===== config.mk =====
export PLATFORM = sky130hd
export DESIGN_NAME = inv_rotate_flat
export DESIGN_NICKNAME = d
export VERILOG_FILES = /design/src/rtl/inv_rotate_if.sv /design/src/rtl/inv_rotate.sv /design/src/flat_wrapper.sv
export SDC_FILE = /design/constraint.sdc
export NUM_CORES = 1
export LEC_CHECK = 0
export ABC_AREA = 1
export ABC_CLOCK_PERIOD_IN_PS = 2200
export CORE_MARGIN = 8
export CORE_UTILIZATION = 52
export CTS_CLUSTER_DIAMETER = 120
export CTS_CLUSTER_SIZE = 25
export DETAILED_ROUTE_END_ITERATION = 12
export PLACE_DENSITY = 0.8
export SLEW_MARGIN = 10
export SYNTH_ARGS = -nofsm -noshare
export SYNTH_HDL_FRONTEND = slang
export SYNTH_SLANG_ARGS = --single-unit
export TNS_END_PERCENT = 20

===== constraint.sdc =====
create_clock -name clk -period 2.2 [get_ports clk]
set_input_delay 0.44 -clock clk [delete_from_list [all_inputs] [get_ports clk]]
set_output_delay 0.44 -clock clk [all_outputs]
set_load 0.05 [all_outputs]

===== src/rtl/inv_rotate_if.sv =====
// Lane-memory port bundle between inv_rotate and the shared lane memory file.
interface inv_rotate_if #(
  parameter int LANE_W = 64
);
  logic              start;
  logic [LANE_W-1:0] lane_in;
  logic              read;
  logic              write;
  logic [4:0]        index;
  logic [LANE_W-1:0] lane_out;
  logic              busy;
  logic              done;

  modport master (
    input  start, lane_in,
    output read, write, index, lane_out, busy, done
  );

  modport slave (
    output start, lane_in,
    input  read, write, index, lane_out, busy, done
  );
endinterface


===== src/rtl/inv_rotate.sv =====
// Keccak inverse rho: rotates each of the 25 lanes right by its rho offset, in place.
// Define INV_ROTATE_BARREL_EN for a single-cycle barrel rotate instead of bit-serial SHIFT.
module inv_rotate #(
  parameter int LANE_W  = 64,
  parameter int N_LANES = 25
) (
  input  logic         clk,
  input  logic         rst,
  inv_rotate_if.master bus
);

  typedef enum logic [2:0] {
    S_IDLE,
    S_READ,
    S_LOAD,
    S_SHIFT,
    S_WRITE,
    S_DONE
  } state_e;

  state_e            state_q;
  logic [LANE_W-1:0] lane_q;
  logic [LANE_W-1:0] lane_out_q;
  logic [5:0]        cnt_q;
  logic [4:0]        index_q;
  logic              read_q;
  logic              write_q;
  logic              busy_q;
  logic              done_q;

  function automatic int rho(input logic [4:0] i);
    case (i)
      5'd0:    return 0;
      5'd1:    return 1;
      5'd2:    return 62;
      5'd3:    return 28;
      5'd4:    return 27;
      5'd5:    return 36;
      5'd6:    return 44;
      5'd7:    return 6;
      5'd8:    return 55;
      5'd9:    return 20;
      5'd10:   return 3;
      5'd11:   return 10;
      5'd12:   return 43;
      5'd13:   return 25;
      5'd14:   return 39;
      5'd15:   return 41;
      5'd16:   return 45;
      5'd17:   return 15;
      5'd18:   return 21;
      5'd19:   return 8;
      5'd20:   return 18;
      5'd21:   return 2;
      5'd22:   return 61;
      5'd23:   return 56;
      5'd24:   return 14;
      default: return 0;
    endcase
  endfunction

  logic [5:0]        off_w;
  logic [5:0]        off_m1_w;
  logic [LANE_W-1:0] ror1_w;

  assign off_w    = 6'(rho(index_q) % LANE_W);
  assign off_m1_w = off_w - 6'd1;
  assign ror1_w   = {lane_q[0], lane_q[LANE_W-1:1]};

`ifdef INV_ROTATE_BARREL_EN
  logic [LANE_W-1:0] rot_w;

  always_comb begin
    rot_w = '0;
    for (int i = 0; i < LANE_W; i++) begin
      rot_w[i] = bus.lane_in[(i + int'(off_w)) % LANE_W];
    end
  end
`endif

  always_ff @(posedge clk) begin
    if (!rst) begin
      state_q    <= S_IDLE;
      lane_q     <= '0;
      lane_out_q <= '0;
      cnt_q      <= '0;
      index_q    <= '0;
      read_q     <= 1'b0;
      write_q    <= 1'b0;
      busy_q     <= 1'b0;
      done_q     <= 1'b0;
    end else begin
      read_q  <= 1'b0;
      write_q <= 1'b0;
      done_q  <= 1'b0;
      unique case (state_q)
        S_IDLE: begin
          if (bus.start) begin
            state_q <= S_READ;
            index_q <= '0;
            busy_q  <= 1'b1;
            read_q  <= 1'b1;
          end
        end
        S_READ: begin
          state_q <= S_LOAD;
        end
        S_LOAD: begin
          cnt_q <= '0;
`ifdef INV_ROTATE_BARREL_EN
          lane_q     <= rot_w;
          lane_out_q <= rot_w;
          write_q    <= 1'b1;
          state_q    <= S_WRITE;
`else
          lane_q <= bus.lane_in;
          if (off_w == 6'd0) begin
            lane_out_q <= bus.lane_in;
            write_q    <= 1'b1;
            state_q    <= S_WRITE;
          end else begin
            state_q <= S_SHIFT;
          end
`endif
        end
        S_SHIFT: begin
          lane_q <= ror1_w;
          cnt_q  <= cnt_q + 6'd1;
          if (cnt_q == off_m1_w) begin
            lane_out_q <= ror1_w;
            write_q    <= 1'b1;
            state_q    <= S_WRITE;
          end
        end
        S_WRITE: begin
          if (index_q == 5'(N_LANES - 1)) begin
            state_q <= S_DONE;
            done_q  <= 1'b1;
            busy_q  <= 1'b0;
          end else begin
            index_q <= index_q + 5'd1;
            read_q  <= 1'b1;
            state_q <= S_READ;
          end
        end
        S_DONE: begin
          state_q <= S_IDLE;
        end
        default: begin
          state_q <= S_IDLE;
        end
      endcase
    end
  end

  assign bus.read     = read_q;
  assign bus.write    = write_q;
  assign bus.index    = index_q;
  assign bus.lane_out = lane_out_q;
  assign bus.busy     = busy_q;
  assign bus.done     = done_q;

endmodule


===== src/flat_wrapper.sv =====
// flat-port wrapper written by rule: the top's interface ports become plain ports
module inv_rotate_flat 
#(
  parameter int LANE_W  = 64,
  parameter int N_LANES = 25
)
  (clk, rst, bus_start, bus_lane_in, bus_read, bus_write, bus_index, bus_lane_out, bus_busy, bus_done);
  inv_rotate_if #(.LANE_W(LANE_W)) bus_i ();
  input  logic clk;
  input  logic rst;
  input wire logic [$bits(bus_i.start)-1:0] bus_start;
  input wire logic [$bits(bus_i.lane_in)-1:0] bus_lane_in;
  output wire logic [$bits(bus_i.read)-1:0] bus_read;
  output wire logic [$bits(bus_i.write)-1:0] bus_write;
  output wire logic [$bits(bus_i.index)-1:0] bus_index;
  output wire logic [$bits(bus_i.lane_out)-1:0] bus_lane_out;
  output wire logic [$bits(bus_i.busy)-1:0] bus_busy;
  output wire logic [$bits(bus_i.done)-1:0] bus_done;
  assign bus_i.start = bus_start;
  assign bus_i.lane_in = bus_lane_in;
  assign bus_read = bus_i.read;
  assign bus_write = bus_i.write;
  assign bus_index = bus_i.index;
  assign bus_lane_out = bus_i.lane_out;
  assign bus_busy = bus_i.busy;
  assign bus_done = bus_i.done;
  inv_rotate #(.LANE_W(LANE_W), .N_LANES(N_LANES)) u_core (.clk(clk), .rst(rst), .bus(bus_i));
endmodule

==> impl_results.md <==
* Status: completed
* Worst relative slew slack at 0.555
* Hold WC Path Type: in2reg
* Die Ht at 132 um
* Die area at 0.0175 mm^2
* Arrival @ worst endpoint at 1.70 ns
* Setup crit start kind: flip-flop
* Yosys warns at 0
* Power Dens Cells at about 1700 mW/mm^2
* DRC errors left at 0
* Total track usage at 0.206
* I/O Buffers at 139
* Yosys top cell by area: dfxtp_1
* Switching share of total power at 0.457
* DP Cell Count at about 1,200
* Reg area at around 0.003 mm^2
* Antenna-violating nets left at 0
* Post-Synthesis Cells at roughly 920
* Largest net degree at the start of global routing at 112
* Antenna violations before repair at 0
* Leak at between 0.003 and 0.004 uW
* Setup-failing EPs final at 0
* Comb pwr share at 0.527
* Synthesized area at roughly 0.0070 mm^2
* Worst path depth at 2
* First-pass GRT wire length at between 30,000 and 40,000 um
* Capturing point of the worst reg2reg path: u_core.bus.lane_out[9]
* Register area share after synthesis at 0.434
* Detail Placement HPWL at around 12,000 um
* CP Data Required Time at about 1.8 ns
* Layout fillers at ~1,100
* Worst Max-Slew Pin Slew at 0.668 ns
* CP max-delay cell: clkdlybuf4s50_1
* Worst skew pair latency at 0.42 ns
* Final hold viol count at 0
* Clock share of power at 0.167
* Routed WL per cell at 14.6 um
* Post-synth EDFFs at 0
* Cell Chain, Critical Path: buf_4 -> clkdlybuf4s50_1
* Nets@finish at between 1,000 and 1,500
* Routed WL at ~18,000 um
* Top-Level Pins at 140
* CP Capture Type: primary output
* RSZ-0062 raised after global routing: false
* Iteration-0 DRC Markers at between 300 and 400
* Area grow syn2layout at 30.1%
* CTS H-tree lvls at 4
* Synthesis-stage register bit count at about 150
* Setup bufs post-CTS at 0
* Mean Syn Cell Area at 7.65 um^2
* Area share of the largest cell type after synthesis at 0.434
* Max Clk Rate at about 0.47 GHz
* Most used flip-flop cell after synthesis: dfxtp_1
* Sequential share of power at 0.306
* Net Switching at between 7000 and 8000 uW
* Clock transition at the registers of the reported paths at 0.06 ns
* Layout Cell Area excl Fill at between 0.009 and 0.01 mm^2
* Row count at between 40 and 50
* CP endpoint: bus_index[3]
* Pint at between 8000 and 9000 uW
* Clock root buffer: clkbuf_16
* Max-cap violations at 0
* CP Launch Point: u_core.bus.index[3]
* Die Width at 132 um
* Share of cells above drive strength 1 at 0.0766
* Top Family by Delay on Critical Path: buffers and inverters
* Leading cell type in the layout, fill and taps excluded: dfxtp_1
* Reg2reg path depth at 13
* Placer Congestion at about 0.82
* Final Non-Filler Cells at about 1,200
* Worst-case hold slack at ~0.38 ns
* Dpl cell area at ~0.0086 mm^2
* Peak supply drop at a little over 1 mV
* Crit-path max FO at 5
* CTS tree: built
* Initial Util at 0.532
* Syn Nets at roughly 990
* Clock buffer depth at 2
* Number of distinct library cells after synthesis at 32
* Asr flop ratio synth at 0
* Final global-route overflow total at 0
* Commonest non-fill, non-tap cells in the layout: dfxtp_1, nand2_1, clkdlybuf4s50_1
* Tcrit/Tclk final at 0.973
* N_diodes at 0
* Area of the multi-input gates at between 0.003 and 0.004 mm^2
* Core footprint at 0.0132 mm^2
* Cts bufs inserted at 17
* Worst stage delay on the critical path at approximately 0.80 ns
* CTS hold repair buffers at 0
* Sum Neg Setup Slack at 0 ns
* Crit path kind: reg2out
* Power after layout at approximately 16,000 uW
* Slew Limit Fails at 0
* Clock skew at 0.00822 ns
* Pre-antenna DRT Iters at 7
* Crit path buf inv count at 2
* Reg2Reg Setup Slack at around 0.20 ns
* Final Critical Period at roughly 2.1 ns
* Launch point of the worst reg-to-reg path: u_core.off_w[0]
* CTS Sinks at 152
* Post-DR vias/cell at around 5.3
* Vias in the first global route at approximately 6,300
* Ranking of synthesized cells by area: dfxtp_1, a21oi_1, mux2i_1, nand3_1, nand2_1
* Via count at ~6,500
-- worst min-delay path by stage --
stage,start,end,slack (ns),depth (start not counted)
after floorplan,u_core.cnt_q[5],u_core.cnt_q[5],0.47,2
after global placement,u_core.bus.lane_out[5],u_core.bus.lane_out[5],0.46,2
after detailed placement,u_core.bus.busy,u_core.bus.busy,0.46,2
after CTS,rst,u_core.bus.index[1],0.38,3
after global routing,rst,u_core.bus.index[1],0.40,3
final,rst,u_core.bus.index[1],0.38,3
-- repair_timing --
action,4_1_cts,5_1_grt
gates resized for setup,1,7
pin swaps,0,1
endpoints found under the hold margin,0,0
setup endpoints to repair,1,5
-- kinds of logic after synthesis --
logic type | synth area share
AO/OA/AOI/OAI | 0.150
AND/OR/NAND/NOR | 0.235
buffers and inverters | 0.0710
XOR/XNOR | 0.00500
flip-flops | 0.434
multiplexers | 0.0913
adder cells (fa/ha/maj) | 0.0143
-- metrics by stage --
stage / worst slack [ns] / utilization
2_1_floorplan: 0.0512 / -
3_3_place_gp: 0.0657 / 0.650
3_5_place_dp: 0.0467 / 0.650
4_1_cts: 0.0357 / 0.690
5_1_grt: 0.0000564 / 0.692
6_report: 0.0591 / 0.692
-- state kept, by name (all words and copies together), names as in the netlist --
name and count:
u_core.bus.lane_out 64, u_core.state_q 3, u_core.lane_q 64, u_core.bus.read 1, u_core.bus.done 1, u_core.bus.index 5
u_core.off_w 6, u_core.bus.write 1, u_core.cnt_q 6, u_core.bus.busy 1
-- Yosys cell counts, types with 2 or more instances --
cell	n
ha_1	8
nand4_1	6
inv_1	35
a31oi_1	2
a21oi_1	136
inv_2	6
mux2i_1	64
nor3_1	5
nand2_1	150
dfxtp_1	152
buf_6	2
nor2_1	83
buf_2	35
xor2_1	3
buf_1	3
nand2_4	2
o21ai_0	67
clkbuf_1	18
nand2_2	5
nand3_4	2
nand3_1	113
or2_2	2
buf_4	9
-- metal layers --
metal,track usage,wire (um),vias up
met2,0.325,8270,169
met4,0.0823,340,0
met1,0.254,8130,2961
met5,0,0,-
li1,-,-,3331
met3,0.0675,1080,30
-- worst register-to-register path: cells and delay by family (launching register included) --
| kind | cells | cell delay, ns |
|---|---|---|
| simple gates | 10 | 0.97 |
| fa+ha+maj | 1 | 0.23 |
| buf+inv | 2 | 0.33 |
| flops | 1 | 0.37 |
-- power by group through the flow --
| stage | Clock, uW | Combinational, uW | Sequential (uW) |
|---|---|---|---|
| after floorplan | 0 | 3770 | 6980 |
| after global placement | 0 | 8190 | 4810 |
| after detailed placement | 0 | 8300 | 4830 |
| after CTS | 2680 | 8320 | 4810 |
| after global routing | 2810 | 9030 | 4980 |
| final | 2640 | 8290 | 4820 |
-- final cells by class --
| cell class | instances | area share |
|---|---|---|
| Multi-Input combinational cell | 657 | 0.384 |
| Clock buffer | 25 | 0.0532 |
| Sequential cell | 152 | 0.334 |
| Tap cell | 176 | 0.0241 |
| Timing Repair Buffer | 163 | 0.183 |
| Clock inverter | 7 | 0.00480 |
| Inverter | 41 | 0.0170 |
Power figures use the tool's default switching activity.
